**src/rtl/adder_accumulator.sv**
```systemverilog
`default_nettype none
// ============================================================================
// Module   : adder_accumulator
// Purpose  : Collects a burst of 9-bit adder results ({carry, sum[7:0]}) into
//            an ACC_W-bit running total and presents the total, together with
//            a sticky overflow flag, over a valid/ready handshake.
// Ports    : clk, rst          - clock, synchronous active-high reset
//            start, len        - begin a burst of len beats (IDLE only)
//            in_valid, in_sum, - beat input handshake
//            in_ready
//            out_valid,        - result handshake
//            out_ready
//            out_data          - accumulated total mod 2^ACC_W
//            out_overflow      - any addition in the burst carried out
//            busy              - block is not idle
// Revision : 1.0 - initial release
// ============================================================================
module adder_accumulator #(
    parameter int ACC_W = 16,
    parameter int LEN_W = 4
) (
    input  logic             clk,
    input  logic             rst,
    input  logic             start,
    input  logic [LEN_W-1:0] len,
    input  logic             in_valid,
    input  logic [8:0]       in_sum,
    output logic             in_ready,
    output logic             out_valid,
    input  logic             out_ready,
    output logic [ACC_W-1:0] out_data,
    output logic             out_overflow,
    output logic             busy
);

    localparam logic [1:0]       c_ST_IDLE  = 2'd0;
    localparam logic [1:0]       c_ST_ACCUM = 2'd1;
    localparam logic [1:0]       c_ST_DONE  = 2'd2;
    localparam logic [LEN_W-1:0] c_LEN_ZERO = '0;
    localparam logic [LEN_W-1:0] c_LEN_ONE  = {{(LEN_W-1){1'b0}}, 1'b1};

    logic [1:0]       r_state;
    logic [1:0]       w_state_next;
    logic [ACC_W-1:0] r_acc;
    logic             r_overflow;
    logic [LEN_W-1:0] r_remaining;

    logic             w_beat;
    logic             w_last_beat;
    logic [ACC_W:0]   w_sum_ext;

    // A beat only transfers while collecting; in_ready is decoded from state.
    assign w_beat      = in_valid && (r_state == c_ST_ACCUM);
    assign w_last_beat = w_beat && (r_remaining == c_LEN_ONE);

    // One extra bit on the adder captures the carry out of the accumulator.
    assign w_sum_ext = {1'b0, r_acc} + {{(ACC_W-8){1'b0}}, in_sum};

    // ------------------------------------------------------------------
    // State register
    // ------------------------------------------------------------------
    always_ff @(posedge clk) begin
        if (rst) begin
            r_state <= c_ST_IDLE;
        end else begin
            r_state <= w_state_next;
        end
    end

    // ------------------------------------------------------------------
    // Next-state logic
    // ------------------------------------------------------------------
    always_comb begin
        w_state_next = r_state;
        case (r_state)
            c_ST_IDLE: begin
                if (start) begin
                    // An empty burst goes straight to presenting a zero total.
                    if (len == c_LEN_ZERO) begin
                        w_state_next = c_ST_DONE;
                    end else begin
                        w_state_next = c_ST_ACCUM;
                    end
                end
            end
            c_ST_ACCUM: begin
                if (w_last_beat) begin
                    w_state_next = c_ST_DONE;
                end
            end
            c_ST_DONE: begin
                if (out_ready) begin
                    w_state_next = c_ST_IDLE;
                end
            end
            default: begin
                w_state_next = c_ST_IDLE;
            end
        endcase
    end

    // ------------------------------------------------------------------
    // Datapath: accumulator, sticky overflow, beat countdown.
    // The total and flag are only cleared by start or rst, so they keep
    // showing the last result after the output handshake completes.
    // ------------------------------------------------------------------
    always_ff @(posedge clk) begin
        if (rst) begin
            r_acc       <= '0;
            r_overflow  <= 1'b0;
            r_remaining <= '0;
        end else begin
            case (r_state)
                c_ST_IDLE: begin
                    if (start) begin
                        r_acc       <= '0;
                        r_overflow  <= 1'b0;
                        r_remaining <= len;
                    end
                end
                c_ST_ACCUM: begin
                    if (w_beat) begin
                        r_acc       <= w_sum_ext[ACC_W-1:0];
                        r_overflow  <= r_overflow | w_sum_ext[ACC_W];
                        r_remaining <= r_remaining - c_LEN_ONE;
                    end
                end
                default: begin
                    r_acc       <= r_acc;
                    r_overflow  <= r_overflow;
                    r_remaining <= r_remaining;
                end
            endcase
        end
    end

    // ------------------------------------------------------------------
    // Outputs: state decodes and register copies only, so out_ready has
    // no combinational path to any output.
    // ------------------------------------------------------------------
    assign in_ready     = (r_state == c_ST_ACCUM);
    assign out_valid    = (r_state == c_ST_DONE);
    assign busy         = (r_state != c_ST_IDLE);
    assign out_data     = r_acc;
    assign out_overflow = r_overflow;

endmodule
`default_nettype wire

```
**config.mk**
```make
export PLATFORM = sky130hd
export DESIGN_NAME = adder_accumulator
export DESIGN_NICKNAME = d
export VERILOG_FILES = /design/src/rtl/adder_accumulator.sv
export SDC_FILE = /design/constraint.sdc
export NUM_CORES = 1
export LEC_CHECK = 0
export CAP_MARGIN = 20
export CORE_ASPECT_RATIO = 0.6
export CORE_MARGIN = 1
export CORE_UTILIZATION = 47
export CTS_BUF_LIST = sky130_fd_sc_hd__clkbuf_2 sky130_fd_sc_hd__clkbuf_4 sky130_fd_sc_hd__clkbuf_8
export DETAILED_ROUTE_END_ITERATION = 8
export PLACE_DENSITY = 0.77
export REMOVE_ABC_BUFFERS = 1
export SETUP_SLACK_MARGIN = 0.05
export SYNTH_ARGS = -nofsm -noshare
export SYNTH_HDL_FRONTEND = slang
export SYNTH_SLANG_ARGS = --single-unit
```
**constraint.sdc**
```tcl
create_clock -name clk -period 5.9 [get_ports clk]
set_clock_uncertainty 0.1 [all_clocks]
set_input_delay 1.18 -clock clk [delete_from_list [all_inputs] [get_ports clk]]
set_output_delay 1.18 -clock clk [all_outputs]
set_load 0.005 [all_outputs]
```
==> results of run 1 <==
==> area by class of cell <==
cell class | instances | area (µm²)
Clock buffer | 3 | 41.3
Timing Repair Buffer | 37 | 370
Inverter | 11 | 41.3
Multi-Input combinational cell | 155 | 995
Sequential cell | 23 | 460
Fill cell | 258 | 997
Tap cell | 42 | 52.6
Clock inverter | 1 | 7.51
==> how the worst max path moves through the flow <==
stage	startpoint	end	slack [ns]
after CTS	in_sum[0]	out_data[14]	2.60
after detailed placement	in_sum[0]	out_data[14]	2.32
after global placement	in_sum[0]	out_data[14]	2.38
after floorplan	in_sum[0]	out_data[14]	3.04
final	in_sum[0]	out_data[14]	2.60
after global routing	in_sum[1]	out_data[11]	2.41
==> layer usage <==
metal  track usage (%)  part of all wire [%]  up-vias
met5                 0                     0        -
met4              4.81                  0.78        0
met3              5.97                   7.8        6
met2              38.2                    43       60
met1              34.8                    49      721
li1                  -                     -      778
==> logic make-up after synthesis <==
family	Yosys count	share of synthesized area [%]
xor+xnor	2	1.16
simple gates	82	29.1
compound gates	55	22.2
buf+inv	15	3.96
fa+ha+maj	12	10.4
mux	4	2.73
flops	23	30.4
==> layout by cell type, fill, tap and decap left out, drive strengths merged, types with 2 or more instances in the layout <==
cell	netlist	final
clkdlybuf4s50	0	37
dfxtp	23	23
nor2	22	22
a21oi	20	20
nand2	17	17
o21ai	15	15
inv	11	11
ha	11	11
nand3	7	7
nand2b	5	5
or3	5	5
or2	4	4
nor3	4	4
nand4	4	4
nand3b	3	3
a211oi	3	3
mux2i	3	3
clkbuf	3	3
nor2b	2	2
a221oi	2	2
a31oi	2	2
a21o	2	2
o211ai	2	2
and3	2	2
xnor2	2	2
o31ai	2	2
or4	2	2
nor3b	2	2
==> worst max-delay path, cell delays in order <==
cell and delay, ns:
clkdlybuf4s50_1 0.40, ha_1 0.24, inv_1 0.08, fa_1 0.21, nor2b_1 0.08, o2111a_1 0.25
a2111oi_1 0.61, nor3_1 0.16, mux2i_1 0.15
==> registers in the layout, indices dropped and copies added, names as in the netlist <==
register and cells:
out_overflow 1, out_data 16, r_remaining 4, r_state 2
==> power groups by stage <==
stage | registers (mW) | logic (mW) | clock network [mW]
6_report | 0.170 | 0.0980 | 0.105
5_1_grt | 0.172 | 0.109 | 0.112
4_1_cts | 0.170 | 0.0969 | 0.107
3_5_place_dp | 0.174 | 0.0964 | 0
3_3_place_gp | 0.173 | 0.0943 | 0
2_1_floorplan | 0.173 | 0.0578 | 0
==> through the flow <==
step / setup WS [ns] / hold slack [ns]
3_3_place_gp: 2.38 / 0.345
5_1_grt: 2.41 / 0.410
6_report: 2.60 / 0.366
4_1_cts: 2.60 / 0.375
3_5_place_dp: 2.32 / 0.343
2_1_floorplan: 3.04 / 0.344
==> results.md, run 1 <==
- Status: completed
- Crit path required time: 5.96 ns
- Rel. slew slack: 45.8%
- Power Total: 0.374 mW
- Fin crit share: 56.0%
- Syn avg cell area: 7.85 µm²
- Area leader, netlist: dfxtp_1
- Post-Synthesis Cell Area: 1520 µm²
- Syn. warnings: 0
- DRT Wirelength: 3.96 mm
- Initial Util: 51.1%
- Non-Filler Instances: 272
- HPWL after DPL: 2.98 mm
- I/O pin cnt: 38
- Vias: 1,565
- RR Endpoint: out_data[14]
- Most numerous cell in the Yosys netlist: dfxtp_1
- Worst hold path type: reg2reg
- Final Critical Period: 3.30 ns
- P_sw: 0.117 mW
- Die W: 75.3 µm
- Sequential fraction of the synthesis area: 30.4%
- CTS buffer count: 3
- GPL Wtd Cong: 0.877
- Synthesized flop and latch total: 23
- CTS max path bufs: 2
- Vias per inst: 5.75
- Nets: 261
- Hold Path Depth: 2
- Top FF cell, synth: dfxtp_1
- PD cells: 190 nW/µm²
- Cells after DPL: 268
- CP Capture Type: flop
- R2R Setup Slk: 3.59 ns
- Die footprint: 3460 µm²
- Max-Cap Viols: 0
- Hold Vio Cnt, Final: 0
- First-pass GRT wire length: 6.31 mm
- Largest net degree at the start of global routing: 15
- Resized Gates After CTS: 0
- Die H: 46.0 µm
- DRC: 0
- Synth top area cells: dfxtp_1, ha_1, a21oi_1
- Synth top area share: 30.4%
- Finished Core Util: 66.4%
- Final instance area: 1970 µm²
- CP Max Fanout: 3
- Netlist cell types: 43
- Grt total ovfl: 0
- Critical Path AT: 3.36 ns
- EDFF count, synth: 0
- Port bufs: 37
- First-pass iteration count of the detailed router: 4
- Worst setup path category: in2reg
- CTS tree: done
- Sequential Power Share: 45.6%
- Slew @ Worst Pin: 0.810 ns
- Hold Path Origin: out_overflow
- Combinational share of power: 26.2%
- Core area: 2970 µm²
- Skew-Pair Late Insertion Delay: 0.27 ns
- Leakage: 0.759 nW
- Syn Inst Count: 193
- Unrepaired setup endpoints after global routing: no
- Initial drt markers: 117
- Switching Fraction: 31.3%
- Clock sinks: 23
- Antenna-violating nets left: 0
- Reg-to-reg startpoint: out_data[0]
- Max-slew violation count: 0
- Crit path launch type: input pin
- Worst-path clk slew: 0.09 ns
- Setup bufs post-CTS: 0
- Final Setup Violations: 0
- Achievable Freq: 0.303 GHz
- Wire per inst: 14.6 µm
- WHS Endpoint: out_overflow
- Synth top cells by count: dfxtp_1, nor2_1, a21oi_1
- Initial antenna violation count: 0
- Reg2reg path depth: 8
- Setup_tns: 0 ns
- GR Util All Layers: 24.6%
- Htree depth: 1
- Clock share of power: 28.2%
- Peak supply drop: 0.106 mV
- Synthesis-to-layout area growth: 29.9%
- Power Internal: 0.257 mW
- Antenna cells: 0
- Layout cell share with drive strength beyond 1: 4.78%
- Root buf cell: clkbuf_8
- Number of global-route vias before repair: 1,354
- Ys async rst share: 0%
- Site Rows: 15
- Post-placement cell area: 1920 µm²
- Cts hold-fix bufs: 0
Note: power is estimated with default switching activity, not from simulation.
==> run 2: changes to the inputs <==
--- a/config.mk
+++ b/config.mk
@@ -8,10 +8,10 @@
 export CAP_MARGIN = 20
 export CORE_ASPECT_RATIO = 0.6
 export CORE_MARGIN = 1
-export CORE_UTILIZATION = 47
+export CORE_UTILIZATION = 46
 export CTS_BUF_LIST = sky130_fd_sc_hd__clkbuf_2 sky130_fd_sc_hd__clkbuf_4 sky130_fd_sc_hd__clkbuf_8
 export DETAILED_ROUTE_END_ITERATION = 8
-export PLACE_DENSITY = 0.77
+export PLACE_DENSITY = 0.79
 export REMOVE_ABC_BUFFERS = 1
 export SETUP_SLACK_MARGIN = 0.05
 export SYNTH_ARGS = -nofsm -noshare
==> constraint.sdc (replaced) <==
create_clock -name clk -period 2.87 [get_ports clk]
set_clock_uncertainty 0.1 [all_clocks]
set_input_delay 0.574 -clock clk [delete_from_list [all_inputs] [get_ports clk]]
set_output_delay 0.574 -clock clk [all_outputs]
set_load 0.005 [all_outputs]
==> run 2 against run 1 <==
Critical endpoint is now out_data[12]. Largest power group unchanged. Sequential share of layout area fell by 0.69 points. Die area rose by 2.1%. Routed wire length fell by 4.5%. Highest routed layer unchanged.
==> results.md, run 2 (synthesis gave the netlist of run 1 again) <==
- Max-slew violation count: 0 (unchanged)
- Final Critical Period: 2.59 ns
- Vias: 1,539 (-1.7%)
- # fillers: 258 (unchanged)
- Layout cell share with drive strength beyond 1: 7.98% (+3.2 points)
- Max-Cap Viols: 0 (unchanged)
- First-pass GRT wire length: 6.11 mm (-3.2%)
- CP Capture Type: flop
- Port bufs: 37 (unchanged)
- Most frequent cells in the layout: clkdlybuf4s50_1, dfxtp_1, nor2_1
- Setup bufs post-CTS: 0 (unchanged)
- Clock sinks: 23 (unchanged)
- Resized Gates After CTS: 0 (unchanged)
- Worst setup path category: in2reg
- Root buf cell: clkbuf_8
- GPL Wtd Cong: 0.871 (-0.63%)
- Fin crit share: 90.2%
- Wire per inst: 13.5 µm (-7.2%)
- Initial Util: 50.5% (-0.64 points)
- CP Max Fanout: 3 (unchanged)
- Site Rows: 15 (unchanged)
- Achievable Freq: 0.386 GHz
- Crit path launch type: input pin
- GR Util All Layers: 22.3% (-2.3 points)
- Final Setup Violations: 0 (unchanged)
- Rel. slew slack: 63.1% (+17 points)
- CTS buffer count: 3 (unchanged)
- I/O pin cnt: 38 (unchanged)
- Commonest non-fill, non-tap cell in the layout: clkdlybuf4s50_1
- FF+latch area: 460 µm² (unchanged)
- Die footprint: 3530 µm² (+2.1%)
- Setup_tns: 0 ns (unchanged)
- Antenna cells: 0 (unchanged)
- Die H: 46.5 µm (+1.0%)
- Number of global-route vias before repair: 1,289 (-4.8%)
- DRT Wirelength: 3.79 mm (-4.5%)
- HPWL after DPL: 2.95 mm (-1.2%)
- Footprint of the multi-input gates: 995 µm² (unchanged)
- Worst hold path type: reg2reg
- Critical Path AT: 2.64 ns (-0.72 ns)
- Antenna-violating nets left: 0 (unchanged)
- Initial drt markers: 150 (+28%)
- Initial antenna violation count: 0 (unchanged)
- Slew @ Worst Pin: 0.552 ns (-0.258 ns)
- Nets: 269 (+3.1%)
- CTS tree: done
- Worst-path clk slew: 0.09 ns (about the same)
- Largest net degree at the start of global routing: 13 (-2)
- Synthesis-to-layout area growth: 33.9%
- First-pass iteration count of the detailed router: 4 (unchanged)
- DRC: 0 (unchanged)
- Post-placement cell area: 1980 µm² (+3.1%)
- Vias per inst: 5.50 (-4.5%)
- Die W: 76.1 µm (+1.1%)
- Peak supply drop: 0.211 mV (+99%)
- Final instance area: 2030 µm² (+3.1%)
- CTS max path bufs: 2 (unchanged)
- Cts hold-fix bufs: 0 (unchanged)
- Core area: 3000 µm² (+1.3%)
- Grt total ovfl: 0 (unchanged)
- Leakage: 0.801 nW (+5.6%)
- Max reg flops: 16 (unchanged)
- PD cells: 382 nW/µm² (+100%)
- Crit path required time: 2.92 ns (-3.04 ns)
- Status: completed
- Unrepaired setup endpoints after global routing: no
- Htree depth: 1 (unchanged)
- Hold Vio Cnt, Final: 0 (unchanged)
- Skew-Pair Late Insertion Delay: 0.27 ns (about the same)
-- run 2: area by class of cell --
type                            instances  share of cell area [%]
Sequential cell                        23                    22.7
Clock buffer                            4                    2.41
Tap cell                               42                    2.59
Timing Repair Buffer                   45                    21.2
Multi-Input combinational cell        155                    49.0
Inverter                               11                    2.04
-- run 2: worst max-delay path: stages --
cell and delay [ns]:
clkdlybuf4s50_1 0.46, ha_1 0.16, inv_1 0.05, fa_1 0.40, nor2b_1 0.19, o21ai_0 0.14, a41oi_1 0.27, o21bai_1 0.11
mux2_2 0.28
-- run 2: power by group --
part | switching [mW] | leakage [nW] | internal (mW)
Clock | 0.105 | 0.0262 | 0.109
Combinational | 0.107 | 0.588 | 0.105
Sequential | 0.0158 | 0.187 | 0.334
-- run 2: final timing paths --
check                     from      endpoint  slack, ns  cells after the start
setup / recovery     in_sum[0]  out_data[12]       0.28                      9
hold / removal    out_overflow  out_overflow       0.36                      2
setup reg to reg   out_data[0]  out_data[12]       0.66                      8
hold reg to reg   out_overflow  out_overflow       0.36                      2
-- run 2: metrics by stage --
step | util (%) | worst slack [ns] | power [mW] | cells | hold slack (ns)
floorplan | - | 0.614 | 0.474 | 189 | 0.344
finish | 67.5 | 0.280 | 0.775 | 280 | 0.365
global placement | 65.9 | 0.0599 | 0.565 | 276 | 0.343
detailed placement | 65.9 | 0.00170 | 0.567 | 276 | 0.345
global route | 67.5 | 0.102 | 0.823 | 280 | 0.393
CTS | 67.5 | 0.275 | 0.781 | 280 | 0.364
-- run 2: routing by layer --
| layer | global-route usage, % | wire, µm |
|---|---|---|
| met5 | 0 | 0 |
| met4 | 4.23 | 14 |
| met3 | 5.15 | 322 |
| met2 | 34.4 | 1550 |
| met1 | 32.1 | 1900 |
==> run 3: changes to the inputs <==
--- a/config.mk
+++ b/config.mk
@@ -5,11 +5,11 @@
 export SDC_FILE = /design/constraint.sdc
 export NUM_CORES = 1
 export LEC_CHECK = 0
+export ABC_CLOCK_PERIOD_IN_PS = 2870
 export CAP_MARGIN = 20
 export CORE_ASPECT_RATIO = 0.6
-export CORE_MARGIN = 1
 export CORE_UTILIZATION = 46
-export CTS_BUF_LIST = sky130_fd_sc_hd__clkbuf_2 sky130_fd_sc_hd__clkbuf_4 sky130_fd_sc_hd__clkbuf_8
+export CTS_BUF_LIST = sky130_fd_sc_hd__clkbuf_4
 export DETAILED_ROUTE_END_ITERATION = 8
 export PLACE_DENSITY = 0.79
 export REMOVE_ABC_BUFFERS = 1
==> run 3 against run 2 <==
Sequential power barely moved. Routed wire length increased by 1.0%. Via count is 0.19% higher. Sequential share of layout area up 0.21 points. Flip-flop and latch count is the same. Non-clock buffer count is the same. Total power fell by 6.0%. Critical path depth unchanged. Register-to-register slack worse by 0.02 ns. Critical endpoint is now out_data[14]. Largest power group unchanged.
==> results.md, run 3 (synthesis gave the netlist of run 1 again) <==
- CTS tree: done
- CP Capture Type: flop
- Wire per inst: 13.7 µm (+1.0%)
- Largest net degree at the start of global routing: 13 (unchanged)
- GPL Wtd Cong: 0.871 (unchanged)
- CTS max path bufs: 2 (unchanged)
- First-pass iteration count of the detailed router: 5 (+1)
- Crit path launch type: input pin
- Rel. slew slack: 61.2% (-1.9 points)
- Layout cell share with drive strength beyond 1: 7.98% (unchanged)
- Setup_tns: 0 ns (unchanged)
- Fin crit share: 88.6% (-1.6 points)
- Number of global-route vias before repair: 1,268 (-1.6%)
- Core area: 3000 µm² (unchanged)
- Die H: 46.5 µm (unchanged)
- Root buf cell: clkbuf_4
- Worst setup path category: in2reg
- Htree depth: 1 (unchanged)
- Vias: 1,542 (+0.19%)
- DRC: 0 (unchanged)
- Nets: 269 (unchanged)
- Antenna cells: 0 (unchanged)
- Initial Util: 50.5% (unchanged)
- PD cells: 363 nW/µm² (-5.1%)
- CTS buffer count: 3 (unchanged)
- Slew @ Worst Pin: 0.581 ns (+0.0288 ns)
- Hold Vio Cnt, Final: 0 (unchanged)
- Final Critical Period: 2.54 ns (-0.0466 ns)
- Max-slew violation count: 0 (unchanged)
- I/O pin cnt: 38 (unchanged)
- Crit path required time: 2.98 ns (+0.06 ns)
- Peak supply drop: 0.193 mV (-8.6%)
- Die footprint: 3530 µm² (unchanged)
- First-pass GRT wire length: 6.04 mm (-1.2%)
- Leakage: 0.793 nW (-0.97%)
- Max reg flops: 16 (unchanged)
- Achievable Freq: 0.393 GHz (+1.8%)
- Synthesis-to-layout area growth: 32.6%
- Die W: 76.1 µm (unchanged)
- # fillers: 258 (unchanged)
- CP Max Fanout: 3 (unchanged)
- Worst-path clk slew: 0.14 ns (+0.05 ns)
- DRT Wirelength: 3.82 mm (+1.0%)
- Worst setup margin: 0.327 ns (+0.0466 ns)
- Critical Path AT: 2.65 ns (about the same)
- Unrepaired setup endpoints after global routing: no
- Antenna-violating nets left: 0 (unchanged)
- Skew-Pair Late Insertion Delay: 0.33 ns (+0.06 ns)
- Initial drt markers: 171 (+14%)
- Worst hold path type: reg2reg
- Commonest non-fill, non-tap cell in the layout: clkdlybuf4s50_1
- Site Rows: 15 (unchanged)
- Cts hold-fix bufs: 0 (unchanged)
- Max-Cap Viols: 0 (unchanged)
- Port bufs: 37 (unchanged)
- Status: completed
- Dpl ws: 0.00170 ns (unchanged)
- R2R Setup Slk: 0.64 ns (-0.02 ns)
- Initial antenna violation count: 0 (unchanged)
- Setup bufs post-CTS: 0 (unchanged)
- Clock sinks: 23 (unchanged)
- HPWL after DPL: 2.95 mm (unchanged)
- Resized Gates After CTS: 0 (unchanged)
- Vias per inst: 5.51 (+0.19%)
- GR Util All Layers: 22.2% (-0.090 points)
- Grt total ovfl: 0 (unchanged)
- Final Setup Violations: 0 (unchanged)
- Most frequent cells in the layout: clkdlybuf4s50_1, dfxtp_1, nor2_1
## run 3: area by class of cell
| class | instances | area (µm²) | area share (%) |
|---|---|---|---|
| Clock buffer | 4 | 30.0 | 1.49 |
| Timing Repair Buffer | 45 | 430 | 21.4 |
| Sequential cell | 23 | 460 | 22.9 |
| Multi-Input combinational cell | 155 | 995 | 49.5 |
| Inverter | 11 | 41.3 | 2.05 |
| Tap cell | 42 | 52.6 | 2.62 |
## run 3: critical path, cell delays in order
cell,delay (ns)
clkdlybuf4s50_1,0.40
ha_1,0.21
inv_1,0.07
fa_1,0.21
nor2b_1,0.07
o2111a_1,0.25
a2111oi_1,0.58
nor3_1,0.15
mux2i_1,0.14
## run 3: layer usage
| layer | up-vias | part of all wire, % | GRT usage [%] | wire (µm) |
|---|---|---|---|---|
| li1 | 795 | - | - | - |
| met1 | 695 | 53 | 32.7 | 2020 |
| met2 | 50 | 41 | 33.3 | 1550 |
| met3 | 2 | 6.1 | 4.75 | 235 |
| met4 | 0 | 0.39 | 4.62 | 15 |
| met5 | - | 0 | 0 | 0 |
## run 3: where the power goes
group	switching [mW]	total, mW	internal (mW)
clock network	0.102	0.165	0.0639
registers	0.0157	0.350	0.334
logic	0.108	0.213	0.105
total	0.225	0.729	0.504
## run 3: per-stage QoR
step	power (mW)	util, %	area (µm²)	instances	hold WS, ns
3_3_place_gp	0.565	65.9	1980	276	0.343
6_report	0.729	66.9	2010	280	0.371
3_5_place_dp	0.567	65.9	1980	276	0.345
4_1_cts	0.733	66.9	2010	280	0.370
2_1_floorplan	0.474	-	1500	189	0.344
5_1_grt	0.773	66.9	2010	280	0.398
## run 3: path summary, 6_finish.rpt
check,depth (start not counted),to,from
worst max-delay path,9,out_data[14],in_sum[0]
worst min-delay path,2,out_overflow,out_overflow
worst max register to register,8,out_data[14],out_data[0]
worst min register to register,2,out_overflow,out_overflow
==> RTL change 1 (flow settings as in run 3) <==
Put one more register stage on the output `out_overflow`, cleared by the reset. The value now appears one clock later. The other outputs are not delayed to match.
--- a/src/rtl/adder_accumulator.sv
+++ b/src/rtl/adder_accumulator.sv
@@ -144,3 +144,9 @@
     assign out_data     = r_acc;
-    assign out_overflow = r_overflow;
+    always_ff @(posedge clk) begin
+        if (rst) begin
+            out_overflow <= '0;
+        end else begin
+            out_overflow <= r_overflow;
+        end
+    end
 
Check against the original RTL: no difference found for any inputs over 10 cycles, from zero or initial values and one cycle with rst high; that may be too few to reach the edited logic, so the function may still have changed.
==> RTL change 1 against run 3 <==
Core utilization grew 1.3 points. Area after synthesis is 0.41% lower. Sequential share of layout area up 0.67 points. Total power rose by 32%. Final area up 1.4%. Sequential cell count is 1 higher. Count of clock-buffer cells in the layout decreased by 1. Routed wire length increased by 12%. Combinational power grew 49%. Setup slack worse by 0.11 ns. Synthesized cell count is 2.1% lower. Critical path type unchanged. Largest cell class unchanged. Largest power group unchanged.
==> RTL change 1: results (changes against run 3) <==
Finish
  • Filler cells: 258 (unchanged)
  • Signal buf overhead: 0.219 (was 0.214)
  • Sequential cell area share: 0.236 (was 0.229)
  • Layout sequential cell count: 24 (was 23)
  • Signal buffers: 47 (was 45)
  • Clk tree area frac: 0.0258 (was 0.0149)
  • # nets final: 267 (was 269)
  • Comb_multi_in: 152 (was 155)
  • FF+latch area: 480 um^2 (was 460 um^2)
  • Layout cells sized above 1: 0.0763 (was 0.0798)
  • Area of the multi-input gates: 972 um^2 (was 995 um^2)
  • Non-clk invs: 9 (was 11)

Timing
  • Fin crit period: 2.65 ns (was 2.54 ns)
  • Slew margin rel.: 0.520 (was 0.612)
  • Hold Slack: 0.381 ns (was 0.371 ns)

Synthesis
  • Top cells by area, synth: dfxtp_1 (32%), ha_1 (9.1%), a21oi_1 (7.3%) (was dfxtp_1 (30%), ha_1 (9.1%), a21oi_1 (6.6%))
  • Yosys cell types: 46 (was 43)
  • Synth Flop Type: dfxtp_1 (unchanged)
  • Sequential area share after synthesis: 0.318 (was 0.304)
  • Mean area per synthesized cell: 7.98 um^2 (was 7.85 um^2)
  • Yosys top cell area share: 0.318 (was 0.304)
  • Synth top cells by count: dfxtp_1 (24), a21oi_1 (22), nor2_1 (21) (was dfxtp_1 (23), nor2_1 (22), a21oi_1 (20))

Power
  • Net Sw Frac: 0.324 (was 0.309)
  • Seq pwr share: 0.399 (was 0.480)
  • Logic power comb: 0.317 mW (was 0.213 mW)
  • LEAKAGE: 0.806 nW (was 0.793 nW)
  • Clock power frac: 0.270 (was 0.227)
  • Peak VDD IR: 0.283 mV (was 0.193 mV)

Global routing
  • Largest net degree at the start of global routing: 15 (was 13)
  • First-pass GRT wire length: 6850 um (was 6040 um)
  • Number of global-route vias before repair: 1497 (was 1268)

Detailed routing
  • WL/cell: 15.4 um (was 13.7 um)
  • Detailed router's first-iteration violation count: 152 (was 171)
  • Via/cell ratio: 5.88 (was 5.51)
  • Routed WL: 4280 um (was 3820 um)
  • Initial DRT Pass Iterations: 4 (was 5)

Worst hold path
  • Min-Delay Endpoint: out_overflow (unchanged)
  • Min-Delay Startpoint: r_overflow (was out_overflow)
  • WHS Path Cells: 1 (was 2)

Placed design
  • Dpl cells: 274 (was 276)
  • Pre-CTS WS: -0.123 ns (was 0.00170 ns)
  • Final HPWL DP: 3270 um (was 2950 um)
  • GPL Wtd Cong: 0.968 (was 0.871)
  • Placed cell area: 1980 um^2 (about the same)

Worst setup path
  • FF-to-FF path depth: 8 (unchanged)
  • Maximum fanout along the worst path: 4 (was 3)
  • Worst R2R End: out_data[14] (unchanged)
  • R2r setup slk: 0.50 ns (was 0.64 ns)
  • Crit path DAT: 2.84 ns (was 2.65 ns)

Run status
  • Status: finished, final reports clean (unchanged)

Die
  • Core area: 2980 um^2 (was 3000 um^2)
RTL change 1: cell count changes after synthesis, sizes merged, moves of 3 or more:
cell           run 3  this run
nand2             17        13
nor3               4         8
o21ai             15         9
nand3b             3         0
or2                4         1
RTL change 1: logic make-up after synthesis:
kind of cell,Yosys count,share of synthesized area
AO/OA/AOI/OAI,59,0.250
XOR/XNOR,3,0.0174
adder cells (fa/ha/maj),12,0.104
buffers and inverters,13,0.0373
flip-flops,24,0.318
multiplexers,2,0.0133
AND/OR/NAND/NOR,76,0.259
RTL change 1: metal layers:
metal  vias up  wire length (um)  global-route usage
met5         -                 0                   0
met1       747              2040               0.325
li1        800                 -                   -
met3        11               376              0.0832
met2        76              1810               0.402
met4         0                53               0.108
RTL change 1: critical path, stage by stage:
cell	delay, ns
clkdlybuf4s50_1	0.46
ha_1	0.16
inv_1	0.06
fa_1	0.38
nand2b_1	0.16
a21oi_1	0.22
a211oi_1	0.18
or4_1	0.49
a21oi_1	0.17
==> RTL change 2 (flow settings as in run 3) <==
Without the edit above. Set the parameter `LEN_W` to 2 (it was 4).
--- a/src/rtl/adder_accumulator.sv
+++ b/src/rtl/adder_accumulator.sv
@@ -19,3 +19,3 @@
     parameter int ACC_W = 16,
-    parameter int LEN_W = 4
+    parameter int LEN_W = 2
 ) (
Ports: changed (resized len); port bits go from 38 to 36. No check against the original RTL was run, so the function may have changed too.
==> RTL change 2 against run 3 <==
Final cell count fell by 6.1%. Total power is 8.8% lower. Area after synthesis down 5.5%. Final area is 6.5% lower. Sequential cell count decreased by 2. Sequential share of layout area shrank 0.53 points. Setup slack got worse by 0.031 ns. Sequential power is 8.9% lower. Routed wire length shrank 6.4%. Largest cell class unchanged.
==> RTL change 2: results (changes against run 3) <==
Finish
  • Layout sequential cell count: 21 (was 23)
  • FF+latch area: 420 um^2 (was 460 um^2)
  • Layout clock buffer count: 3 (was 4)
  • # nets final: 249 (was 269)
  • Signal buf overhead: 0.219 (was 0.214)
  • Clk tree area frac: 0.0160 (was 0.0149)
  • Signal buffers: 43 (was 45)
  • Fin cells: 263 (was 280)

Synthesis
  • Yosys cell types: 44 (was 43)
  • Xor-xnor portion of the synthesized cell area: 0 (was 0.0116)
  • Sequential area share after synthesis: 0.293 (was 0.304)
  • Synth Area in Compound Gates: 0.226 (was 0.222)
  • Mean area per synthesized cell: 7.79 um^2 (was 7.85 um^2)
  • Multiplexer share of the synthesized area: 0.0236 (was 0.0273)

Timing
  • Slew margin rel.: 0.664 (was 0.612)
  • Hold Slack: 0.373 ns (was 0.371 ns)

Detailed routing
  • Met1 WL: 1830 um (was 2020 um)
  • Detailed router's first-iteration violation count: 85 (was 171)
  • Routed WL: 3580 um (was 3820 um)
  • Detailed-route via count: 1457 (was 1542)
  • Initial DRT Pass Iterations: 4 (was 5)
  • Met3 WL: 239 um (was 235 um)

Placed design
  • Placed cell area: 1850 um^2 (was 1980 um^2)
  • GPL Wtd Cong: 0.889 (was 0.871)
  • Final HPWL DP: 2770 um (was 2950 um)
  • I/O Buffers: 35 (was 37)
  • Pre-CTS WS: 0.00775 ns (was 0.00170 ns)

Global routing
  • Grt met3 use: 0.0469 (was 0.0475)
  • Met2 Use GR: 0.347 (was 0.333)
  • Number of global-route vias before repair: 1300 (was 1268)
  • Largest net degree at the start of global routing: 14 (was 13)
  • Total GRT Usage: 0.236 (was 0.222)

Clock network
  • Register clock-pin slew on the reported worst setup and hold paths: 0.12 ns (was 0.14 ns)

Power
  • LEAKAGE: 0.727 nW (was 0.793 nW)
  • Peak VDD IR: 0.277 mV (was 0.193 mV)

Run status
  • Status: finished, final reports clean (unchanged)

Worst setup path
  • Crit path DAT: 2.74 ns (was 2.65 ns)

Die
  • Core area: 2910 um^2 (was 3000 um^2)
==> RTL change 2: cell types whose count changed in the layout (fill, tap and decap cells not counted), sizes merged, moves of 3 or more <==
cell	run 3	this run
nor3	4	8
nand3	7	4
inv	11	8
o21ai	15	12
a2111o	0	3
and4	1	5
nand2	17	23
a21oi	20	13
==> RTL change 2: worst paths after layout <==
check,startpoint,endpoint,depth (start not counted)
setup reg to reg,out_data[0],out_data[6],8
setup / recovery,in_sum[0],out_data[6],9
hold / removal,out_data[5],out_data[5],2
hold reg to reg,out_data[5],out_data[5],2
==> RTL change 2: worst reg2reg max path: stages (launching register included) <==
cell and delay (ns):
dfxtp_1 0.38, ha_1 0.19, inv_1 0.06, fa_1 0.41, nand2b_1 0.19, a21oi_1 0.23, nor3_1 0.09, or4_1 0.47
nand3_1 0.08
==> RTL change 2: power by group <==
part	leakage, nW	switching (mW)	internal [mW]
registers	0.171	0.0143	0.305
clock network	0.0139	0.101	0.0534
logic	0.542	0.0974	0.0942
total	0.727	0.213	0.452
